===== src/rtl/pe_out_fork.sv =====
// Output fork stage behind a PE: buffers the result stream in a small FIFO and
// eagerly broadcasts each head token to the destinations selected by a daisy-chained mask.
module pe_out_fork #(
    parameter int DATA_WIDTH = 32,
    parameter int NUM_DEST   = 4,
    parameter int DEPTH      = 2
) (
    input  logic                  clk,
    input  logic                  rst_n,
    input  logic                  ctrl_clear,
    output logic                  idle,
    input  logic [DATA_WIDTH-1:0] in_data,
    input  logic                  in_valid,
    output logic                  in_ready,
    output logic [DATA_WIDTH-1:0] out_data,
    output logic [NUM_DEST-1:0]   out_valid,
    input  logic [NUM_DEST-1:0]   out_ready,
    input  logic                  cfg_en,
    input  logic                  cfg_in,
    output logic                  cfg_out
);

    localparam int AW = $clog2(DEPTH);
    localparam int PW = AW + 1;
    localparam logic [PW-1:0] DEPTH_P = PW'(DEPTH);
    localparam logic [PW-1:0] ONE_P   = PW'(1);

    logic [DATA_WIDTH-1:0] mem_q [DEPTH];
    logic [PW-1:0]         rd_ptr_q, rd_ptr_d;
    logic [PW-1:0]         wr_ptr_q, wr_ptr_d;
    logic [PW-1:0]         count_q, count_d;
    logic [NUM_DEST-1:0]   mask_q, mask_d;
    logic [NUM_DEST-1:0]   sent_q, sent_d;
    logic                  cfg_out_q, cfg_out_d;

    logic                  not_empty;
    logic                  push;
    logic                  pop;
    logic [NUM_DEST-1:0]   fire;
    logic [NUM_DEST-1:0]   mask_shift;

    generate
        if (NUM_DEST == 1) begin : g_one_dest
            assign mask_shift = cfg_in;
        end else begin : g_many_dest
            assign mask_shift = {cfg_in, mask_q[NUM_DEST-1:1]};
        end
    endgenerate

    assign not_empty = (count_q != '0);
    assign idle      = ~not_empty;
    assign in_ready  = (count_q < DEPTH_P) & ~cfg_en & ~ctrl_clear;
    assign push      = in_valid & in_ready;
    assign out_data  = mem_q[rd_ptr_q[AW-1:0]];
    assign out_valid = {NUM_DEST{not_empty & ~cfg_en}} & mask_q & ~sent_q;
    assign fire      = out_valid & out_ready;
    // A destination is done once it is unselected, already served, or taking the token now.
    assign pop       = not_empty & ~cfg_en & (&(~mask_q | sent_q | fire));
    assign cfg_out   = cfg_out_q;

    always_comb begin
        rd_ptr_d  = rd_ptr_q;
        wr_ptr_d  = wr_ptr_q;
        count_d   = count_q;
        sent_d    = sent_q;
        mask_d    = mask_q;
        cfg_out_d = cfg_out_q;

        if (cfg_en) begin
            mask_d    = mask_shift;
            cfg_out_d = mask_q[0];
        end

        if (cfg_en || ctrl_clear) begin
            rd_ptr_d = '0;
            wr_ptr_d = '0;
            count_d  = '0;
            sent_d   = '0;
        end else begin
            if (push) wr_ptr_d = wr_ptr_q + ONE_P;
            if (pop)  rd_ptr_d = rd_ptr_q + ONE_P;
            if (push && !pop)      count_d = count_q + ONE_P;
            else if (!push && pop) count_d = count_q - ONE_P;
            sent_d = pop ? '0 : (sent_q | fire);
        end
    end

    always_ff @(posedge clk or negedge rst_n) begin
        if (!rst_n) begin
            rd_ptr_q  <= '0;
            wr_ptr_q  <= '0;
            count_q   <= '0;
            mask_q    <= '0;
            sent_q    <= '0;
            cfg_out_q <= 1'b0;
        end else begin
            rd_ptr_q  <= rd_ptr_d;
            wr_ptr_q  <= wr_ptr_d;
            count_q   <= count_d;
            mask_q    <= mask_d;
            sent_q    <= sent_d;
            cfg_out_q <= cfg_out_d;
        end
    end

    // Storage holds only data qualified by count, so it needs no reset.
    always_ff @(posedge clk) begin
        if (push) mem_q[wr_ptr_q[AW-1:0]] <= in_data;
    end

endmodule


===== config.mk =====
export PLATFORM = sky130hd
export DESIGN_NAME = pe_out_fork
export DESIGN_NICKNAME = d
export VERILOG_FILES = /design/src/rtl/pe_out_fork.sv
export SDC_FILE = /design/constraint.sdc
export NUM_CORES = 1
export LEC_CHECK = 0
export ABC_CLOCK_PERIOD_IN_PS = 5550
export BUFFER_PORTS_ARGS = -buffer_cell sky130_fd_sc_hd__buf_4
export CAP_MARGIN = 15
export CORE_ASPECT_RATIO = 0.9
export CORE_MARGIN = 2
export CORE_UTILIZATION = 55
export CTS_BUF_LIST = sky130_fd_sc_hd__clkbuf_4 sky130_fd_sc_hd__clkbuf_8
export DETAILED_ROUTE_END_ITERATION = 8
export GPL_ROUTABILITY_DRIVEN = 1
export GPL_TIMING_DRIVEN = 0
export PLACE_DENSITY = 0.81
export SETUP_SLACK_MARGIN = 0.4
export SYNTH_ARGS = -nofsm -noshare
export SYNTH_HDL_FRONTEND = slang
export SYNTH_SLANG_ARGS = --single-unit

===== constraint.sdc =====
create_clock -name clk -period 5.55 [get_ports clk]
set_clock_uncertainty 0.15 [all_clocks]
set_input_delay 0.8325 -clock clk [delete_from_list [all_inputs] [get_ports clk]]
set_output_delay 0.8325 -clock clk [all_outputs]
set_load 0.005 [all_outputs]

==> summary.md, run 1 <==
| Metric | Value |
|---|---|
| Initial antenna violation count | `0` |
| Die height | `73.50 µm` |
| Fill cell count | `351` |
| Initial core utilization | `56.50%` |
| Synth area leaders | `edfxtp_1 65%, mux2_2 14%, dfrtp_1 11%` |
| Wirelength per Cell | `16.92 µm` |
| Max-Cap Viols | `0` |
| Final setup fails | `0` |
| Post-Layout Cell Count | `324` |
| Area leader, netlist | `edfxtp_1` |
| Antenna viol nets, final | `0` |
| Drt first pass iters | `4` |
| Worst endpoint data arrival time | `1.80 ns` |
| Yosys warns | `0` |
| CP Cell Sequence | `clkbuf_1 -> buf_2 -> mux2_2 -> buf_4` |
| Pins Over Slew Limit | `0` |
| CTS tree | `done` |
| Routability cong. | `0.8112` |
| CP peak stage delay | `0.38 ns` |
| Number of global-route vias before repair | `1737` |
| Postcts setup bufs | `0` |
| H-tree level count | `3` |
| Layout net count | `294` |
| Hold-fix buffers at CTS | `0` |
| Post-synthesis cell type count | `23` |
| GR Util met1 | `23.77%` |
| Clock share of power | `34.8%` |
| I/O pin cnt | `81` |
| Post-CTS sizing | `0` |
| Port buffer count | `79` |
| First-pass GRT wire length | `8273 µm` |
| Die area | `5969 µm²` |
| GR Layer Usage met3 | `4.914%` |
| Worst-Margin Slew | `0.9741 ns` |
| Post-DP HPWL | `3597 µm` |
| Gr busiest metal | `met2` |
| Top cell type's share of synthesized area | `65.11%` |
| Critical-path cell with the highest stage delay | `mux2_2` |
| Num Clock Sinks | `77` |
| Delay-heaviest family, CP | `buffers and inverters` |
| CTS Buffer Depth | `2` |
| M2 GR Usage | `31.96%` |
| DRC Markers | `0` |
| Peak Freq | `359.4 MHz` |
| Share of the yosys chip area belonging to registers | `76.13%` |
| Sum Neg Setup Slack | `0 ns` |
| Final WL | `5483 µm` |
| Crit path buffers/inverters | `3` |
| Iter 0 DRT Violations | `100` |
| Worst vdd ir | `0.0002246 V` |
| Synthesized cell area | `2952 µm²` |
| Run status | `finished clean` |
| Synthesized flop and latch total | `77` |
| Rel. slew slack | `34.90%` |
| Commonest non-fill, non-tap cells in the layout | `79 x buf_4, 64 x edfxtp_1, 37 x mux2_2, 13 x dfrtp_1, 9 x clkbuf_8` |
| Worst-path clk slew | `0.07 ns` |
| Worst path required time | `4.57 ns` |
| Worst setup SP type | `flip-flop` |
| RSZ-0062 raised after global routing | `false` |
| P_leak | `0.001478 µW` |
| Avg Cell Area, Syn | `18.22 µm²` |
| Largest net degree at the start of global routing | `33` |
| Hold Crit Class | `in2async` |
| Min cycle time layout | `2.782 ns` |
| Number of CTS-inserted buffers | `9` |
| Clk root buf | `clkbuf_8` |
| PD cells | `299.0 nW/µm²` |
| CP Capture Type | `primary output` |
| Comb pwr share | `7.8%` |
| Seq pwr share | `57.4%` |
| Final Hold Viols | `0` |
| Clk_lat worst skew | `0.33 ns` |
| Die X | `81.22 µm` |
| Int Pwr | `906.4 µW` |
| Total gr overflow | `0` |
| CP max FO | `10` |
| Vias per cell | `5.281` |
| Core Area | `5224 µm²` |
| Gate Count Post-Synth | `162` |
| Gr usage total | `19.38%` |
| Vias | `1711` |
| Most common cell after layout, fill and taps aside | `buf_4` |
| Dpl cells | `308` |
| Area Growth Syn to Fin | `29.50%` |
| P_sw | `236.4 µW` |
| Proportion of layout cells with a drive suffix above 1 | `55.64%` |
| Antenna cell count | `0` |
| Rows | `25` |
| Sw Share | `20.69%` |
| Setup Crit Path Kind | `reg2out` |
| Mapped Nets | `204` |
| Period utilisation layout | `50.13%` |
sequential cells by signal, summed over array words and instances, names as in the netlist:
name,flops
wr_ptr_q,1
cfg_out,1
mem_q,64
rd_ptr_q,1
sent_q,4
mask_q,4
count_q,2
cells in the mapped netlist:
cell and count:
buf_6 1, nor3_1 5, xnor2_1 2, a21oi_1 2, nor3b_1 3, dfrtp_1 13, or3_1 1, clkbuf_1 1
o221ai_2 1, o21ba_4 1, or2b_2 1, edfxtp_1 64, and3_1 1, mux2_2 37, nor2b_1 1, nor2_1 9
a31oi_1 4, a21o_1 2, or2_2 2, o21ai_0 3, nand2_1 3, nand2b_1 1, buf_2 4
power by group through the flow:
| stage | Clock [µW] | Combinational [µW] | Sequential (µW) |
|---|---|---|---|
| floorplan | 0 | 37.3 | 666 |
| global placement | 0 | 86.2 | 668 |
| detailed placement | 0 | 89.0 | 669 |
| CTS | 405 | 89.7 | 656 |
| global route | 427 | 96.7 | 657 |
| finish | 398 | 89.0 | 656 |
routing by layer:
layer	wire length [µm]	vias to the layer above
li1	-	796
met1	2247	847
met2	2857	59
met3	275	9
met4	102	0
met5	0	-
through the flow:
step	hold WS [ns]	util (%)	setup slack (ns)	power, µW	instance area, µm²
after floorplan	0.3553	-	2.016	702.8	2952
after global placement	0.3425	69.46	1.269	753.8	3628
after detailed placement	0.3501	69.63	2.544	757.6	3637
after CTS	0.1747	73.17	2.749	1151	3822
after global routing	0.1805	73.17	2.659	1181	3822
final	0.1854	73.17	2.768	1143	3822
cell type report:
type	instances	area (µm²)	share of cell area (%)
buffer	6	35.03	0.9165
clock buffer	10	131.4	3.437
clock inverter	6	53.80	1.408
multi-input combinational	79	678.2	17.74
sequential	77	2247	58.79
tap	67	83.83	2.193
timing repair buffer	79	593.1	15.52
path summary, 6_finish.rpt:
check | slack (ns) | depth (start not counted) | start | endpoint
setup / recovery | 2.77 | 4 | rd_ptr_q[0]$_DFFE_PN0P_ | out_data[29]
hold / removal | 0.19 | 1 | rst_n | wr_ptr_q[0]$_DFFE_PN0P_
setup reg to reg | 3.49 | 3 | count_q[1]$_DFFE_PN0P_ | mem_q[0][1]$_DFFE_PP_
hold reg to reg | 0.36 | 1 | cfg_out$_DFFE_PN0P_ | cfg_out$_DFFE_PN0P_
max in group asynchronous | 4.90 | 1 | rst_n | count_q[0]$_DFFE_PN0P_
min in group clk | 0.36 | 1 | cfg_out$_DFFE_PN0P_ | cfg_out$_DFFE_PN0P_
cells by family (layout without fill, tap and decap cells):
kind of cell	after synthesis	count (layout)	share of synthesized area (%)
compound gates	13	13	3.264
xor+xnor	2	2	0.5936
buf+inv	6	101	1.187
flops	77	77	76.13
mux	37	37	14.12
simple gates	27	27	4.706
No activity file was read; power rests on OpenSTA's default activity.
==> inputs of run 2 (changes only) <==
Settings changed: ABC_AREA set to 1, ABC_CLOCK_PERIOD_IN_PS 5550 to 2600, CORE_UTILIZATION 55 to 54, PLACE_DENSITY 0.81 to 0.8.
Clock period 5.55 ns to 2.6 ns, I/O delays scaled along.
==> run 2 against run 1 <==
Effect of this change:
- worst setup slack got worse by 2.3 ns
- sequential share of layout area decreased by 1.2 points
- combinational power grew to 3.0 times the previous value
- sequential cell count stayed put
- cell area rose by 2.0%
- final cell count is 29% higher
- register-to-register slack lost 3.0 ns
- wire length rose by 3.6%
- count of clock-buffer cells in the layout is 1 lower
- critical endpoint is now mem_q[0][14]$_DFFE_PP_
- largest cell class unchanged
- highest routed layer unchanged
==> summary.md, run 2 <==
| Metric | Value |
|---|---|
| Run status | `finished clean` |
| Post-DP HPWL | `3775 µm (+4.9%)` |
| Num Clock Sinks | `77 (unchanged)` |
| Clk_lat worst skew | `0.33 ns (about the same)` |
| Rows | `25 (unchanged)` |
| Worst setup SP type | `flip-flop` |
| Commonest cells in the netlist | `118 x nand2_1, 64 x edfxtp_1, 13 x dfrtp_1, 13 x inv_1, 8 x nor2_1` |
| Iter 0 DRT Violations | `103 (+3.0%)` |
| Gr usage total | `19.51% (+0.13 points)` |
| Core Area | `5318 µm² (+1.8%)` |
| Peak Freq | `479.6 MHz` |
| Synthesized cell area | `2995 µm² (+1.5%)` |
| P_leak | `0.001693 µW (+15%)` |
| Most common cell after layout, fill and taps aside | `nand2_1` |
| Antenna viol nets, final | `0 (unchanged)` |
| RSZ-0062 raised after global routing | `true` |
| Die area | `6159 µm² (+3.2%)` |
| Post-synthesis cell type count | `21 (-8.7%)` |
| Post-Layout Cell Count | `418 (+29%)` |
| CTS tree | `done` |
| Avg Cell Area, Syn | `11.75 µm² (-36%)` |
| Hold Crit Class | `in2reg` |
| Commonest non-fill, non-tap cells in the layout | `118 x nand2_1, 80 x buf_4, 64 x edfxtp_1, 13 x inv_1, 13 x dfrtp_1` |
| EDFF count, synth | `64 (unchanged)` |
| Pins Over Slew Limit | `0 (unchanged)` |
| Die X | `82.51 µm (+1.6%)` |
| First-pass GRT wire length | `8735 µm (+5.6%)` |
| Vias | `2088 (+22%)` |
| PnR worst setup slack | `0.5149 ns (-2.253 ns)` |
| Asr flop ratio synth | `16.88% (unchanged)` |
| Setup Crit Path Kind | `reg2reg` |
| Wirelength per Cell | `13.59 µm (-20%)` |
| DRC Markers | `0 (unchanged)` |
| Gate Count Post-Synth | `255 (+57%)` |
| Number of CTS-inserted buffers | `9 (unchanged)` |
| Top-count cell post-synth | `nand2_1` |
| Synth area leaders | `edfxtp_1 64%, nand2_1 15%, dfrtp_1 11%` |
| Routability cong. | `0.7937 (-2.2%)` |
| Final setup fails | `0 (unchanged)` |
| Proportion of layout cells with a drive suffix above 1 | `32.76% (-23 points)` |
| Mapped Nets | `297 (+46%)` |
| Area Growth Syn to Fin | `30.16%` |
| Layout net count | `390 (+33%)` |
| CP Capture Type | `flip-flop` |
| Dpl cells | `402 (+31%)` |
| I/O pin cnt | `81 (unchanged)` |
| Ys flop type | `edfxtp_1` |
| Number of global-route vias before repair | `2000 (+15%)` |
| Worst path required time | `2.41 ns (-2.16 ns)` |
| Worst-path clk slew | `0.08 ns (about the same)` |
| Antenna cell count | `0 (unchanged)` |
| Die height | `74.66 µm (+1.6%)` |
| Drt first pass iters | `4 (unchanged)` |
| Synthesized flop and latch total | `77 (unchanged)` |
| Yosys warns | `0 (unchanged)` |
| Top cell type's share of synthesized area | `64.16% (-0.95 points)` |
| Port buffer count | `80 (+1.3%)` |
| Fill cell count | `385 (+9.7%)` |
| End-of-flow core utilization | `73.32% (+0.14 points)` |
| Vias per cell | `4.995 (-5.4%)` |
| Setup WS pre-CTS | `0.2306 ns (-2.313 ns)` |
| Clk root buf | `clkbuf_8` |
| PD cells | `632.8 nW/µm² (+110%)` |
| Initial core utilization | `56.33% (-0.17 points)` |
| Share of the yosys chip area belonging to registers | `75.02% (-1.1 points)` |
| Worst vdd ir | `0.0005183 V (+130%)` |
| H-tree level count | `3 (unchanged)` |
| Rel. slew slack | `39.15% (+4.2 points)` |
| Final WL | `5679 µm (+3.6%)` |
| Max-Cap Viols | `0 (unchanged)` |
| Worst endpoint data arrival time | `1.89 ns (+0.09 ns)` |
| Worst-Margin Slew | `0.9106 ns (-0.06350 ns)` |
| Min cycle time layout | `2.085 ns` |
| Area leader, netlist | `edfxtp_1` |
| Max reg flops | `64 (unchanged)` |
| Final Hold Viols | `0 (unchanged)` |
| CP max FO | `32 (+22)` |
| Total gr overflow | `0 (unchanged)` |
| Initial antenna violation count | `0 (unchanged)` |
| Period utilisation layout | `80.20%` |
| Largest net degree at the start of global routing | `33 (unchanged)` |
| CTS Buffer Depth | `2 (unchanged)` |
==> run 2: power breakdown <==
part	switching (µW)	internal [µW]
sequential	12.5	1370
combinational	138	129
clock	388	428
total	538	1930
==> run 2: cells by family (layout without fill, tap and decap cells) <==
logic type      Yosys count  after routing  share of synthesized area [%]
compound gates           14             14                          3.175
buf+inv                  23            118                          2.882
simple gates            141            142                          18.92
flops                    77             77                          75.02
==> run 2: worst max-delay path, cell delays in order (launching register included) <==
cell and delay [ns]:
dfrtp_1 0.44, nor2_2 0.19, nand2_2 0.18, nor2_4 0.73
==> run 2: metal layers <==
| metal | wire, µm | track usage (%) |
|---|---|---|
| met1 | 2338 | 22.08 |
| met2 | 2936 | 34.32 |
| met3 | 381 | 8.034 |
| met4 | 23 | 5.464 |
| met5 | 0 | 0 |
==> run 2: through the flow <==
step / total power [µW] / cell area (µm²) / TNS (ns) / hold WS [ns]
2_1_floorplan: 1515 / 3000 / 0 / -0.05559
3_3_place_gp: 1665 / 3685 / -16.22 / 0.09229
3_5_place_dp: 1675 / 3695 / 0 / 0.09432
4_1_cts: 2492 / 3892 / 0 / 0.06525
5_1_grt: 2578 / 3899 / 0 / 0.05435
6_report: 2467 / 3899 / 0 / 0.08482
==> run 2: repair_timing <==
item | in CTS | in global routing
hold buffers | 1 | 0
gates resized for setup | 8 | 0
endpoints found under the setup margin | 30 | 32
pin swaps | 0 | 1
cloned | 0 | 1
hold endpoints to repair | 13 | 0
buffers inserted | 0 | 0
==> run 2: layout make-up <==
| class | count | area, µm² | share of cell area (%) |
|---|---|---|---|
| Inverter | 16 | 61.31 | 1.573 |
| Tap cell | 67 | 83.83 | 2.150 |
| Clock inverter | 5 | 53.80 | 1.380 |
| Clock buffer | 9 | 123.9 | 3.177 |
| Timing Repair Buffer | 81 | 610.6 | 15.66 |
| Buffer | 7 | 35.03 | 0.8986 |
| Sequential cell | 77 | 2247 | 57.64 |
| Multi-Input combinational cell | 156 | 683.2 | 17.52 |
==> run 2: final timing paths <==
path | cells after the start | endpoint | slack [ns] | startpoint
min | 1 | mem_q[1][3]$_DFFE_PP_ | 0.08 | in_data[3]
max reg2reg | 3 | mem_q[0][14]$_DFFE_PP_ | 0.51 | count_q[1]$_DFFE_PN0P_
max | 3 | mem_q[0][14]$_DFFE_PP_ | 0.51 | count_q[1]$_DFFE_PN0P_
max in group asynchronous | 2 | rd_ptr_q[0]$_DFFE_PN0P_ | 1.85 | rst_n
min reg2reg | 2 | cfg_out$_DFFE_PN0P_ | 0.35 | cfg_out$_DFFE_PN0P_
min in group asynchronous | 2 | sent_q[2]$_DFF_PN0_ | 0.29 | rst_n
==> inputs of run 3 (changes only) <==
Settings changed: ABC_CLOCK_PERIOD_IN_PS 2600 to 2070.
Clock period 2.6 ns to 2.07 ns, I/O delays scaled along.
==> run 3 against run 2 <==
Effect of this change:
- global-route usage is 5.9 points higher
- sequential cell count unchanged
- clock power grew 53%
- power up 45%
- register-to-register slack worse by 0.22 ns
- worst setup slack got worse by 0.28 ns
- wire length grew 76%
- die area is the same
- combinational power up 120%
- via count grew 27%
- largest power group unchanged
- highest routed layer unchanged
==> summary.md, run 3 (synthesis results as in run 2) <==
| Metric | Value |
|---|---|
| Area Growth Syn to Fin | `63.28%` |
| Vias per cell | `5.634 (+13%)` |
| Worst setup SP type | `flip-flop` |
| Port buffer count | `80 (unchanged)` |
| Proportion of layout cells with a drive suffix above 1 | `44.67% (+12 points)` |
| Commonest non-fill, non-tap cells in the layout | `82 x nand2_1, 71 x buf_4, 64 x edfxtp_1, 33 x dlygate4sd3_1, 21 x buf_6` |
| Antenna cell count | `0 (unchanged)` |
| CP peak stage delay | `0.37 ns (-0.36 ns)` |
| H-tree level count | `3 (unchanged)` |
| I/O pin cnt | `81 (unchanged)` |
| Max-Cap Viols | `0 (unchanged)` |
| Worst endpoint data arrival time | `1.37 ns (-0.52 ns)` |
| Core Area | `5318 µm² (unchanged)` |
| Max reg flops | `64 (unchanged)` |
| Setup WS pre-CTS | `-0.1652 ns (-0.3959 ns)` |
| Critical-path cell with the highest stage delay | `dfrtp_1` |
| Clk root buf | `clkbuf_8` |
| Hold slack | `0.04165 ns (-0.04318 ns)` |
| Layout net count | `440 (+13%)` |
| Initial antenna violation count | `0 (unchanged)` |
| Placed Instance Area | `3705 µm² (+0.27%)` |
| PnR worst setup slack | `0.2372 ns (-0.2777 ns)` |
| Post-DP HPWL | `3546 µm (-6.1%)` |
| Worst-Margin Slew | `0.3950 ns (-0.5156 ns)` |
| Min cycle time layout | `1.833 ns` |
| Fill cell count | `178 (-54%)` |
| Die area | `6159 µm² (unchanged)` |
| Largest net degree at the start of global routing | `17 (-48%)` |
| Dpl cells | `402 (unchanged)` |
| PD cells | `731.0 nW/µm² (+16%)` |
| First-pass GRT wire length | `11100 µm (+27%)` |
| Drt first pass iters | `6 (+2)` |
| Pins Over Slew Limit | `0 (unchanged)` |
| Initial core utilization | `56.33% (unchanged)` |
| Final Cell Area | `4891 µm² (+25%)` |
| Period utilisation layout | `88.54%` |
| DRC Markers | `0 (unchanged)` |
| Sum Neg Setup Slack | `0 ns (unchanged)` |
| Gr usage total | `25.37% (+5.9 points)` |
| Wirelength per Cell | `21.29 µm (+57%)` |
| Clk_lat worst skew | `0.35 ns (+0.02 ns)` |
| P_leak | `0.002072 µW (+22%)` |
| Flop2flop setup slack | `0.29 ns (-0.22 ns)` |
| Routability cong. | `0.7592 (-4.3%)` |
| CTS Buffer Depth | `2 (unchanged)` |
| Num Clock Sinks | `77 (unchanged)` |
| Crit path top cell by count | `nand2_4` |
| Peak Freq | `545.6 MHz` |
| Die height | `74.66 µm (unchanged)` |
| CP Capture Type | `primary output` |
| Hold Crit Class | `in2reg` |
| Die X | `82.51 µm (unchanged)` |
| Final Hold Viols | `0 (unchanged)` |
| Rows | `25 (unchanged)` |
| Setup Crit Path Kind | `reg2out` |
| Post-Layout Cell Count | `470 (+12%)` |
| Register area | `2250 µm² (+0.11%)` |
| Area of the multi-input gates | `939.7 µm² (+38%)` |
| Worst-path clk slew | `0.08 ns (about the same)` |
| Worst path required time | `1.61 ns (-0.80 ns)` |
| Vias | `2648 (+27%)` |
| Run status | `finished clean` |
| Total gr overflow | `0 (unchanged)` |
| CP Cell Sequence | `buf_8 -> clkinv_8 -> clkbuf_16 -> nand2_4 -> nand2_4 -> buf_6` |
| Number of global-route vias before repair | `2420 (+21%)` |
| RSZ-0062 raised after global routing | `true` |
| Number of CTS-inserted buffers | `9 (unchanged)` |
| Final WL | `10000 µm (+76%)` |
| Rel. slew slack | `73.67% (+35 points)` |
| CP max FO | `8 (-75%)` |
| Antenna viol nets, final | `0 (unchanged)` |
| Final setup fails | `0 (unchanged)` |
| Iter 0 DRT Violations | `221 (+110%)` |
| Worst vdd ir | `0.0006623 V (+28%)` |
| CTS tree | `done` |
| Most common cell after layout, fill and taps aside | `nand2_1` |
[run 3: cell count changes in the layout (fill, tap and decap cells not counted), moves of 4 or more]
cell           change
buf_12             +4
buf_4              -9
buf_6             +21
clkbuf_2           -7
nor2_4             +4
nand2_4           +19
nand2_1           -36
nand2_2           +17
dlygate4sd3_1     +32
[run 3: what timing repair did]
item / CTS / global route
hold buffers: 33 / 0
pin swaps: 5 / 17
endpoints found under the hold margin: 77 / 0
setup buffers: 11 / 3
endpoints found under the setup margin: 101 / 44
resized for setup: 34 / 80
cloned: 2 / 3
[run 3: power by group]
part           total [µW]  internal (µW)  switching, µW
Sequential           1750           1720           27.3
Clock                1250            692            557
Combinational         576            298            277
Total                3580           2710            862
[run 3: cell type report]
class                      instances  area share [%]
clock inverter                     6           1.791
inverter                          16           1.484
sequential                        77           46.00
tap                               67           1.714
timing repair buffer             130           24.64
multi-input combinational        157           19.21
buffer                             7           2.481
clock buffer                      10           2.686
[run 3: through the flow]
step / util, % / power, µW
floorplan: - / 1907
global placement: 69.67 / 2095
detailed placement: 69.67 / 2103
CTS: 85.22 / 3416
global route: 91.98 / 3675
finish: 91.98 / 3575
[run 3: final timing paths]
kind,to,depth (start not counted),start
max in group asynchronous,count_q[0]$_DFFE_PN0P_,2,rst_n
min in group asynchronous,sent_q[2]$_DFF_PN0_,2,rst_n
hold reg to reg,cfg_out$_DFFE_PN0P_,2,cfg_out$_DFFE_PN0P_
setup / recovery,out_data[8],6,rd_ptr_q[0]$_DFFE_PN0P_
hold / removal,mask_q[3]$_DFFE_PN0P_,3,cfg_in
setup reg to reg,count_q[0]$_DFFE_PN0P_,8,count_q[0]$_DFFE_PN0P_
[run 3: routing by layer]
layer / part of all wire, % / global-route usage (%) / vias up
met5: 0 / 0 / -
li1: - / - / 1134
met3: 7.9 / 9.113 / 43
met1: 35 / 28.82 / 1294
met4: 4.5 / 9.836 / 0
met2: 52 / 44.18 / 177
[run 3: critical path: cells and delay by family, from the launching register on]
kind                   cells  cell delay (ns)
buffers and inverters      4             0.54
AND/OR/NAND/NOR            2             0.12
flip-flops                 1             0.37
